<file path="config.mk">
export PLATFORM = sky130hd
export DESIGN_NAME = fetch_unit_flat
export DESIGN_NICKNAME = d
export VERILOG_FILES = /design/src/rtl/fetch_unit_if.sv /design/src/rtl/fetch_unit.sv /design/src/flat_wrapper.sv
export SDC_FILE = /design/constraint.sdc
export NUM_CORES = 1
export LEC_CHECK = 0
export ABC_AREA = 1
export CAP_MARGIN = 20
export CORE_MARGIN = 2
export CORE_UTILIZATION = 50
export DETAILED_ROUTE_END_ITERATION = 10
export HOLD_SLACK_MARGIN = 0.08
export PLACE_DENSITY = 0.87
export SYNTH_ARGS = -nofsm -noshare
export SYNTH_HDL_FRONTEND = slang
export SYNTH_SLANG_ARGS = --single-unit
export TNS_END_PERCENT = 10
</file>
<file path="constraint.sdc">
create_clock -name clk -period 13.13 [get_ports clk]
set_clock_uncertainty 0.05 [all_clocks]
set_input_delay 2.626 -clock clk [delete_from_list [all_inputs] [get_ports clk]]
set_output_delay 2.626 -clock clk [all_outputs]
set_load 0.02 [all_outputs]
</file>
<file path="src/rtl/fetch_unit_if.sv">
// ----------------------------------------------------------------------------
// fetch_unit_if
// Groups the instruction-memory handshake, the redirect input and the
// decoder-side handshake of the fetch unit into one bundle.
//
// Signals
//   imem_req_valid / imem_req_ready / imem_req_addr : fetch request channel
//   imem_rsp_valid / imem_rsp_data                  : in-order response, no
//                                                     backpressure
//   redirect_valid / redirect_pc                    : control-flow redirect
//   if_valid / if_instr / if_pc / if_ready          : delivery to decoder
//
// Modports
//   master : the fetch unit side
//   slave  : the environment side (memory, back end, decoder)
// ----------------------------------------------------------------------------
interface fetch_unit_if;
  logic        imem_req_valid;
  logic        imem_req_ready;
  logic [31:0] imem_req_addr;
  logic        imem_rsp_valid;
  logic [31:0] imem_rsp_data;
  logic        redirect_valid;
  logic [31:0] redirect_pc;
  logic        if_valid;
  logic [31:0] if_instr;
  logic [31:0] if_pc;
  logic        if_ready;

  modport master (
    output imem_req_valid, imem_req_addr, if_valid, if_instr, if_pc,
    input  imem_req_ready, imem_rsp_valid, imem_rsp_data,
           redirect_valid, redirect_pc, if_ready
  );

  modport slave (
    input  imem_req_valid, imem_req_addr, if_valid, if_instr, if_pc,
    output imem_req_ready, imem_rsp_valid, imem_rsp_data,
           redirect_valid, redirect_pc, if_ready
  );
endinterface

</file>
<file path="src/rtl/fetch_unit.sv">
// ----------------------------------------------------------------------------
// fetch_unit
// Instruction fetch front end. Issues word-aligned fetch requests from a
// program counter, tracks up to two in-flight requests, buffers up to two
// returned instructions and hands them to the decoder in order. A redirect
// flushes the buffer, restarts fetch at the new target and discards the
// responses of every request that was still in flight.
//
// Parameters
//   RESET_PC : first fetch address after reset
//
// Ports
//   clk : clock, all state changes on the rising edge
//   rst : synchronous active-high reset
//   bus : fetch_unit_if.master (memory, redirect and decoder channels)
// ----------------------------------------------------------------------------
module fetch_unit #(
  parameter logic [31:0] RESET_PC = 32'h0000_0000
) (
  input  logic         clk,
  input  logic         rst,
  fetch_unit_if.master bus
);

  // fetch pointer
  logic [31:0] pc;

  // outstanding-address queue: addresses of live (non-discarded) requests
  logic [31:0] q_addr [2];
  logic        q_rd;
  logic [1:0]  q_cnt;
  logic        q_wr;

  // responses still owed by memory for requests killed by a redirect
  logic [1:0]  disc_cnt;

  // instruction buffer
  logic [31:0] b_data [2];
  logic [31:0] b_pc   [2];
  logic        b_rd;
  logic [1:0]  b_cnt;
  logic        b_wr;

  logic [2:0]  pending;
  logic [1:0]  in_flight;
  logic        redirect;
  logic        req_valid;
  logic        req_fire;
  logic        rsp_take;
  logic        rsp_drop;
  logic        if_valid;
  logic        if_pop;

  assign redirect  = bus.redirect_valid;

  // Every issued request reserves a buffer slot until it is delivered, and a
  // killed request keeps its reservation until its response has been seen.
  // Hence a response can always be buffered without backpressure.
  assign pending   = {1'b0, q_cnt} + {1'b0, disc_cnt} + {1'b0, b_cnt};
  assign in_flight = q_cnt + disc_cnt;

  assign req_valid = !rst && !redirect && (pending < 3'd2);
  assign req_fire  = req_valid && bus.imem_req_ready;

  // A response either belongs to a killed request (drop) or to the oldest
  // live request (buffer). In the redirect cycle itself it is always dropped.
  assign rsp_take  = !rst && !redirect && bus.imem_rsp_valid && (disc_cnt == 2'd0);
  assign rsp_drop  = !rst && !redirect && bus.imem_rsp_valid && (disc_cnt != 2'd0);

  assign if_valid  = !rst && (b_cnt != 2'd0);
  assign if_pop    = if_valid && bus.if_ready && !redirect;

  // write slots sit "count" entries past the read pointer (2-entry rings)
  assign q_wr      = q_rd ^ q_cnt[0];
  assign b_wr      = b_rd ^ b_cnt[0];

  // ---- control state ----
  always_ff @(posedge clk) begin
    if (rst) begin
      pc       <= RESET_PC;
      q_rd     <= 1'b0;
      q_cnt    <= 2'd0;
      disc_cnt <= 2'd0;
      b_rd     <= 1'b0;
      b_cnt    <= 2'd0;
    end else if (redirect) begin
      // Everything in flight becomes a discard; a response arriving now is
      // the oldest of those and is accounted for immediately.
      pc       <= {bus.redirect_pc[31:2], 2'b00};
      q_rd     <= 1'b0;
      q_cnt    <= 2'd0;
      disc_cnt <= in_flight - 2'(bus.imem_rsp_valid && (in_flight != 2'd0));
      b_rd     <= 1'b0;
      b_cnt    <= 2'd0;
    end else begin
      if (req_fire) begin
        pc <= pc + 32'd4;
      end
      if (rsp_take) begin
        q_rd <= ~q_rd;
      end
      q_cnt    <= q_cnt + 2'(req_fire) - 2'(rsp_take);
      disc_cnt <= disc_cnt - 2'(rsp_drop);
      if (if_pop) begin
        b_rd <= ~b_rd;
      end
      b_cnt    <= b_cnt + 2'(rsp_take) - 2'(if_pop);
    end
  end

  // ---- data storage (qualified by the counters above, so not reset) ----
  always_ff @(posedge clk) begin
    if (req_fire) begin
      q_addr[q_wr] <= pc;
    end
    if (rsp_take) begin
      b_data[b_wr] <= bus.imem_rsp_data;
      b_pc[b_wr]   <= q_addr[q_rd];
    end
  end

  // ---- outputs ----
  assign bus.imem_req_valid = req_valid;
  assign bus.imem_req_addr  = rst ? RESET_PC : pc;
  assign bus.if_valid       = if_valid;
  assign bus.if_instr       = if_valid ? b_data[b_rd] : 32'd0;
  assign bus.if_pc          = if_valid ? b_pc[b_rd]   : 32'd0;

endmodule

</file>
<file path="src/flat_wrapper.sv">
// flat-port wrapper written by rule: the top's interface ports become plain ports
module fetch_unit_flat 
#(
  parameter logic [31:0] RESET_PC = 32'h0000_0000
)
  (clk, rst, bus_imem_req_valid, bus_imem_req_addr, bus_if_valid, bus_if_instr, bus_if_pc, bus_imem_req_ready, bus_imem_rsp_valid, bus_imem_rsp_data, bus_redirect_valid, bus_redirect_pc, bus_if_ready);
  fetch_unit_if bus_i ();
  input  logic clk;
  input  logic rst;
  output wire logic [$bits(bus_i.imem_req_valid)-1:0] bus_imem_req_valid;
  output wire logic [$bits(bus_i.imem_req_addr)-1:0] bus_imem_req_addr;
  output wire logic [$bits(bus_i.if_valid)-1:0] bus_if_valid;
  output wire logic [$bits(bus_i.if_instr)-1:0] bus_if_instr;
  output wire logic [$bits(bus_i.if_pc)-1:0] bus_if_pc;
  input wire logic [$bits(bus_i.imem_req_ready)-1:0] bus_imem_req_ready;
  input wire logic [$bits(bus_i.imem_rsp_valid)-1:0] bus_imem_rsp_valid;
  input wire logic [$bits(bus_i.imem_rsp_data)-1:0] bus_imem_rsp_data;
  input wire logic [$bits(bus_i.redirect_valid)-1:0] bus_redirect_valid;
  input wire logic [$bits(bus_i.redirect_pc)-1:0] bus_redirect_pc;
  input wire logic [$bits(bus_i.if_ready)-1:0] bus_if_ready;
  assign bus_imem_req_valid = bus_i.imem_req_valid;
  assign bus_imem_req_addr = bus_i.imem_req_addr;
  assign bus_if_valid = bus_i.if_valid;
  assign bus_if_instr = bus_i.if_instr;
  assign bus_if_pc = bus_i.if_pc;
  assign bus_i.imem_req_ready = bus_imem_req_ready;
  assign bus_i.imem_rsp_valid = bus_imem_rsp_valid;
  assign bus_i.imem_rsp_data = bus_imem_rsp_data;
  assign bus_i.redirect_valid = bus_redirect_valid;
  assign bus_i.redirect_pc = bus_redirect_pc;
  assign bus_i.if_ready = bus_if_ready;
  fetch_unit #(.RESET_PC(RESET_PC)) u_core (.clk(clk), .rst(rst), .bus(bus_i));
endmodule
</file>
== After elaboration in Yosys (flattened, before gate mapping) ==
Memory sizes are Yosys's and may differ from the RTL's. A register that Yosys moved wholly into a read port is not among the register bits.
Cells that the tools add are included.
Cells by class
  $add $sub $neg: 10
  $lt $le $gt $ge: 1
  multiplexer cells: 16
  bitwise gates (word level): 4
  reductions and logical operators: 18
Operators by type and width (count)
  32-bit 2-to-1 mux: 5
  32-bit by 3-bit adder with 32-bit output (second input constant): 1
  1-bit logical AND: 10
  1-bit 2-to-1 mux: 10
  2-bit nonzero test: 4
  2-bit by 1-bit subtractor with 2-bit output: 4
  2-bit by 1-bit adder with 2-bit output: 2
  2-bit by 2-bit adder with 3-bit output: 1
  3-bit by 2-bit adder with 3-bit output: 1
  3-bit by 2-bit < comparator with 1-bit output (second input constant): 1
  2-bit adder: 1
  1-bit zero test: 2
  2-bit zero test: 1
  2-bit 2-to-1 mux: 1
  1-bit NOT: 2
  2-bit OR reduction: 1
  1-bit XOR: 2
Word-level totals
  bits in registers: 40
  RAM bits: 192
  input port bits: 70
  logic and storage cells: 59
  memories kept: 3
Memories
  u_core.b_data: depth 2, width 32, read ports 1, clocked after Yosys merged registers in 1, write ports 1, RTL line fetch_unit.sv:38  | logic [31:0] b_data [2];
  u_core.b_pc: depth 2, width 32, read ports 1, clocked after Yosys merged registers in 1, write ports 1, RTL line fetch_unit.sv:39  | logic [31:0] b_pc [2];
  u_core.q_addr: depth 2, width 32, read ports 1, clocked after Yosys merged registers in 1, write ports 1, RTL line fetch_unit.sv:29  | logic [31:0] q_addr [2];

== Logic depth before layout (Yosys ltp) ==
Gate-level depths: netlist of run 1.
  depth after elaboration: 7
  gate-level depth with buffers: 14
  mapped depth without buffers: 14

== Least setup slack after synthesis of run 1 ==
No wires, ideal clock.
  path type: input to register
  start: input rst
  end: memory u_core.b_data[0][0] (enable)
  library setup time: 482 ps
  arrival: 5846 ps
  path slack: 6751 ps
  cell stages on the path: 7
  path buffers: 2
  path through: buf_6 > inv_2 > nand2_2 > buf_2 > inv_1 > nand3_1 > nor2_1
On the way
  cells in the longest elaborated chain, start to end: 6
RTL lines
  start: declaration: RTL line flat_wrapper.sv:9  | input logic rst;
  1-bit zero test: RTL line fetch_unit.sv:67  | assign rsp_take = !rst && !redirect && bus.imem_rsp_valid && (disc_cnt == 2'd0);
  1-bit logical AND (3 in series): RTL line fetch_unit.sv:67
  1-bit 2-to-1 mux: RTL line fetch_unit.sv:116  | if (rsp_take) begin
  1-bit 2-to-1 mux (implied by the code): RTL line fetch_unit.sv:117  | b_data[b_wr] <= bus.imem_rsp_data;
  end: declaration: RTL line fetch_unit.sv:38
Every way passes these cells.

== Worst setup path after layout of run 1 ==
  start: input bus_redirect_valid
  end: output bus_imem_req_valid
On the way
  cells in the longest elaborated chain, start to end: 3
RTL lines
  start: declaration: RTL line flat_wrapper.sv:18  | input wire logic [$bits(bus_i.redirect_valid)-1:0] bus_redirect_valid;
  1-bit zero test: RTL line fetch_unit.sv:62  | assign req_valid = !rst && !redirect && (pending < 3'd2);
  1-bit logical AND (2 in series): RTL line fetch_unit.sv:62
  end: declaration: RTL line flat_wrapper.sv:10  | output wire logic [$bits(bus_i.imem_req_valid)-1:0] bus_imem_req_valid;
Every way passes these cells.

==> results of run 1 <==
==> metrics by stage <==
step / utilization, % / power (mW) / std cells
5_1_grt: 63.5 / 1.61 / 1391
3_3_place_gp: 59.9 / 0.926 / 1351
6_report: 63.5 / 1.56 / 1391
3_5_place_dp: 59.9 / 0.931 / 1351
4_1_cts: 63.5 / 1.57 / 1391
2_1_floorplan: - / 0.879 / 948
==> cells in the mapped netlist (all sizes together) <==
cell,count
nand2,213
edfxtp,184
inv,149
mux2,92
nor2,89
nand3,55
dfxtp,40
a21oi,27
o21ai,22
buf,19
clkbuf,18
ha,10
xor2,8
xnor2,4
or2,3
a22oi,2
a31oi,2
a21o,1
and2,1
clkinv,1
conb,1
fa,1
nand4,1
nor3,1
o211ai,1
==> area by class of cell <==
cell class	instances	area, µm²	area share (%)
sequential	224	6330	49.5
inverter	150	568	4.45
clock buffer	30	612	4.79
tap	270	338	2.64
clock inverter	10	129	1.01
multi-input combinational	537	3130	24.5
timing repair buffer	170	1670	13.1
==> routing by layer <==
layer / global-route usage (%) / part of all wire, %
met1: 26.1 / 41
met3: 2.88 / 6.9
met4: 9.90 / 3.9
met5: 0 / 0
met2: 34.2 / 48
==> power breakdown <==
part / internal, mW / leakage, nW / switching, mW
sequential: 0.789 / 2.00 / 0.0149
clock: 0.387 / 0.364 / 0.256
combinational: 0.0513 / 2.67 / 0.0622
==> logic make-up (layout without fill, tap and decap cells) <==
logic type               count (synthesis)  count (layout)  synth area share [%]
flip-flops                             224             224                  62.2
multiplexers                            92              92                  10.2
AND/OR/NAND/NOR                        363             363                  14.8
other                                    1               4                0.0368
adder cells (fa/ha/maj)                 11              11                  1.43
AO/OA/AOI/OAI                           55              55                  2.86
buffers and inverters                  187             360                  7.50
XOR/XNOR                                12              12                  1.03
==> path summary, 6_finish.rpt <==
kind,startpoint,to,slack (ns),depth (start not counted)
setup / recovery,bus_redirect_valid,bus_imem_req_valid,5.62,8
hold / removal,u_core.b_rd,register,0.45,2
setup reg to reg,u_core.b_cnt[1],u_core.q_addr[1][29],10.00,8
hold reg to reg,u_core.b_rd,register,0.45,2
==> state kept, by name (all words and copies together), names as in the netlist, named ones only <==
| register | cells |
|---|---|
| u_core.b_cnt | 2 |
| u_core.b_data | 64 |
| u_core.b_pc | 60 |
| u_core.b_rd | 1 |
| u_core.disc_cnt | 2 |
| u_core.pc | 30 |
| u_core.q_addr | 60 |
| u_core.q_cnt | 2 |
| u_core.q_rd | 1 |
==> tightest hold or removal path, stage by stage, from the launching register on <==
cell     delay (ns)
dfxtp_1        0.32
inv_1          0.08
a21oi_1        0.06
==> cell usage in the layout (no fill, tap or decap), types with 2 or more instances in the layout <==
cell type        instances
edfxtp_1               184
nand2_1                209
inv_2                    2
or2_2                    3
a22oi_1                  2
a31oi_1                  2
bufinv_16                3
nor2_1                  75
nor2_4                   5
mux2_2                  92
nor2_2                   9
a21oi_1                 26
conb_1                   4
clkbuf_1                 6
nand2_2                  4
dfxtp_1                 39
xor2_1                   8
ha_1                    10
inv_1                  147
xnor2_1                  4
clkbuf_16               23
clkinv_2                 5
buf_4                    9
nand3_1                 54
o21ai_0                 14
o21ai_1                  8
clkdlybuf4s50_1        160
==> impl_metrics.ini, run 1 <==
[global_route]
grt_overflow = 0
first_global_vias = 6965
grt_pass1_wl_um = 35000
antenna_found_initial = 0
grt_usage_pct = 20.4
grt_max_degree = 64

[power_and_ir_drop]
ir_worst_vdd_v = 0.0000723
p_leak_nw = 5.03
power_density_nw_per_um2 = 122

[detailed_routing]
vias = 7079
routed_via_density = 5.09
routed_wl_um = 21900
drc = 0
drt_iter0_markers = 576
wire_per_inst_um = 15.8
ant_nets = 0
drt-pass1-iter-count = 5

[synthesis]
ys_warn_count = 0
ys_seq_area_share_pct = 62.2
synth_cells = 945
synth.top_cell.area_share_pct = 54.3
synth_area_leader_cell = edfxtp_1
synth.area.top_cells = edfxtp_1, mux2_2, dfxtp_1
avgSynthCellArea_um2 = 10.8
synth_seq_cells = 224
synth_cell_type_count = 35
syn_area_um2 = 10200

[clock_network]
post_cts_buffers = 0
cts-buffers-inserted = 22
cts_buffer_depth = 3
path_clk_slew_ns = 0.06
insertion_delay_ns = 0.51
post_cts_resized = 0
cts_hold_buf = 0
cts_tree = done
htree_levels = 1
clockRootBuffer = clkbuf_16
cts_sinks = 224

[placement]
port-buffer-count = 161
post-place-ws_ns = 5.65
gp_congestion = 0.890
placed_area_um2 = 12000
dpl.hpwl_um = 14200

[floorplan]
start_util_pct = 50.6
io_pins = 168
dieWidth_um = 147
die_area_um2 = 21500
rows = 52
coreArea_um2 = 20100
die_h_um = 147

[setup_path]
start_kind = input pin
path_delay_family = buffers and inverters
slowest_stage = clkdlybuf4s50_1
cp_max_fo = 30
worstPathCellList = clkdlybuf4s50_1 > buf_4 > inv_2 > nand2_2 > nor2_4 > nand2_1 > inv_1 > clkdlybuf4s50_1
end_kind = primary output
worstSetupPathType = in -> out
cp.required_ns = 10.45
cpPeakStageDelay_ns = 0.60
arrival_ns = 4.84
crit_top_cell = clkdlybuf4s50_1
path_buf_inv = 5

[finish]
nFillCells = 1477
drive_gt1_share_pct = 14.5
diodes = 0
final_area_um2 = 12800
nets = 1186
syn_to_final_growth_pct = 25.5

[sta]
setup_tns_ns = 0
holdWs_ns = 0.451
setup_viol = 0
worst_slew_pin_slew_ns = 0.912
period_share_pct = 57.2
fmax_ghz = 0.133
finalHoldViolations = 0
slew_headroom_pct = 39.2
min_period_ns = 7.51
fin_ws_ns = 5.62
rsz0062_at_grt = false
slew_violations = 0

[hold_path]
hp-class = reg -> reg

[outcome]
status = finished clean

[flow_run]
drv_cap = 0
No activity file was read; power rests on OpenSTA's default activity.
==> run 2: changes to the inputs <==
Settings changed: CORE_UTILIZATION 50 to 48.
Clock period 13.13 ns to 6 ns, I/O delays scaled along.
==> impl_metrics.ini, run 2 (synthesized netlist as in run 1, its figures left out) <==
[floorplan]
io_pins = 168
dieWidth_um = 150
die_area_um2 = 22400
coreArea_um2 = 20900
rows = 53
start_util_pct = 48.7
die_h_um = 150

[power_and_ir_drop]
switching_power_mw = 0.721
ir_worst_vdd_v = 0.000186
intPower_mw = 2.63
swShare_pct = 21.5
seqPwrFrac_pct = 52.4
p_leak_nw = 5.02
power_frac_comb_pct = 7.4
power_density_nw_per_um2 = 262
pwr-share-clk_pct = 40.1

[placement]
post-place-ws_ns = 1.38
dpl.hpwl_um = 14200
gp_congestion = 0.915
port-buffer-count = 161

[hold_path]
worstHoldStart = u_core.pc[5]
hp-class = reg -> reg
worstHoldPathCells = 0
holdPathEnd = u_core.q_addr[1][5]

[setup_path]
cp.required_ns = 4.75
arrival_ns = 3.36
worstSetupPathType = in -> out
r2r_end = u_core.q_cnt[1]
cp_max_fo = 30
crit_start = bus_redirect_valid
reg2reg_from = u_core.b_cnt[1]
regToRegSetupSlack_ns = 3.08
start_kind = input pin
end_kind = primary output
rr_worst_depth = 12

[global_route]
grt_usage_pct = 19.4
grt_max_degree = 64
grt_overflow = 0
grt_pass1_wl_um = 34400
first_global_vias = 6845
antenna_found_initial = 0

[sta]
worst_slew_pin_slew_ns = 0.867
fmax_ghz = 0.217
rsz0062_at_grt = false
finalHoldViolations = 0
setup_viol = 0
fin_ws_ns = 1.39
period_share_pct = 76.8
min_period_ns = 4.61
setup_tns_ns = 0
slew_violations = 0
slew_headroom_pct = 42.2
holdWs_ns = 0.460

[detailed_routing]
drc = 0
drt_iter0_markers = 600
ant_nets = 0
vias = 7031
wire_per_inst_um = 15.5
routed_wl_um = 21600
drt-pass1-iter-count = 6
routed_via_density = 5.04

[finish]
syn_to_final_growth_pct = 25.5
layout_common_cells = nand2_1, edfxtp_1, clkdlybuf4s50_1
largest_register = u_core.b_data
final_common_cell = nand2_1
finish.utilization_pct = 61.2
nets = 1187
largestRegisters = u_core.b_data: 64 flops, u_core.b_pc: 60 flops, u_core.q_addr: 60 flops
largest_reg_flops = 64
diodes = 0
drive_gt1_share_pct = 14.6

[flow_run]
drv_cap = 0

[clock_network]
cts_sinks = 224
post_cts_buffers = 0
insertion_delay_ns = 0.50
cts_tree = done
cts-buffers-inserted = 22
post_cts_resized = 0
clockRootBuffer = clkbuf_16
htree_levels = 1
cts_buffer_depth = 3
cts_hold_buf = 0
path_clk_slew_ns = 0.06

[outcome]
status = finished clean
run 2: cell types whose count changed in the layout (fill, tap and decap cells not counted):
cell | previous run | this run
inv_6 | 1 | 0
clkinv_2 | 5 | 4
clkinv_1 | 0 | 5
clkinv_4 | 1 | 2
bufinv_16 | 3 | 2
clkbuf_1 | 6 | 0
buf_12 | 0 | 1
clkinvlp_4 | 0 | 2
run 2: cell type report:
type | count | area (µm²)
timing repair buffer | 171 | 1690
tap | 275 | 344
clock buffer | 24 | 589
fill | 1610 | 8110
sequential | 224 | 6330
inverter | 150 | 568
clock inverter | 15 | 128
multi-input combinational | 537 | 3130
run 2: worst max-delay path, stage by stage:
cell and delay, ns:
clkdlybuf4s50_1 0.39, buf_4 0.24, inv_2 0.37, nand2_2 0.26, nor2_4 0.17, nand2_1 0.07
inv_1 0.06, clkdlybuf4s50_1 0.59
run 2: metal layers:
metal | wire length (µm) | global-route usage [%] | share of wire [%] | vias up
met5 | 0 | 0 | 0 | -
met4 | 688 | 7.52 | 3.2 | 0
met3 | 1600 | 2.99 | 7.4 | 59
met2 | 10600 | 33.6 | 49 | 279
met1 | 8800 | 24.5 | 41 | 3283
li1 | - | - | - | 3410
run 2: power groups by stage:
stage               Sequential [mW]  Combinational (mW)  Clock (mW)
CTS                            1.76               0.249        1.37
global route                   1.76               0.274        1.43
detailed placement             1.79               0.247           0
floorplan                      1.78               0.144           0
global placement               1.79               0.240           0
finish                         1.76               0.249        1.35
run 2: worst max-delay path by stage:
stage	to	cells past startpoint	slack, ns
2_1_floorplan	u_core.b_data[0][0]	7	1.05
3_3_place_gp	bus_imem_req_valid	8	1.39
3_5_place_dp	bus_imem_req_valid	8	1.38
4_1_cts	bus_imem_req_valid	8	1.37
5_1_grt	bus_imem_req_valid	8	1.24
6_report	bus_imem_req_valid	8	1.39
run 2: per-stage QoR:
| stage | power, mW | std cells | instance area [µm²] |
|---|---|---|---|
| floorplan | 1.92 | 948 | 10200 |
| global placement | 2.03 | 1356 | 12000 |
| detailed placement | 2.04 | 1356 | 12000 |
| CTS | 3.38 | 1395 | 12800 |
| global route | 3.46 | 1396 | 12800 |
| finish | 3.35 | 1396 | 12800 |
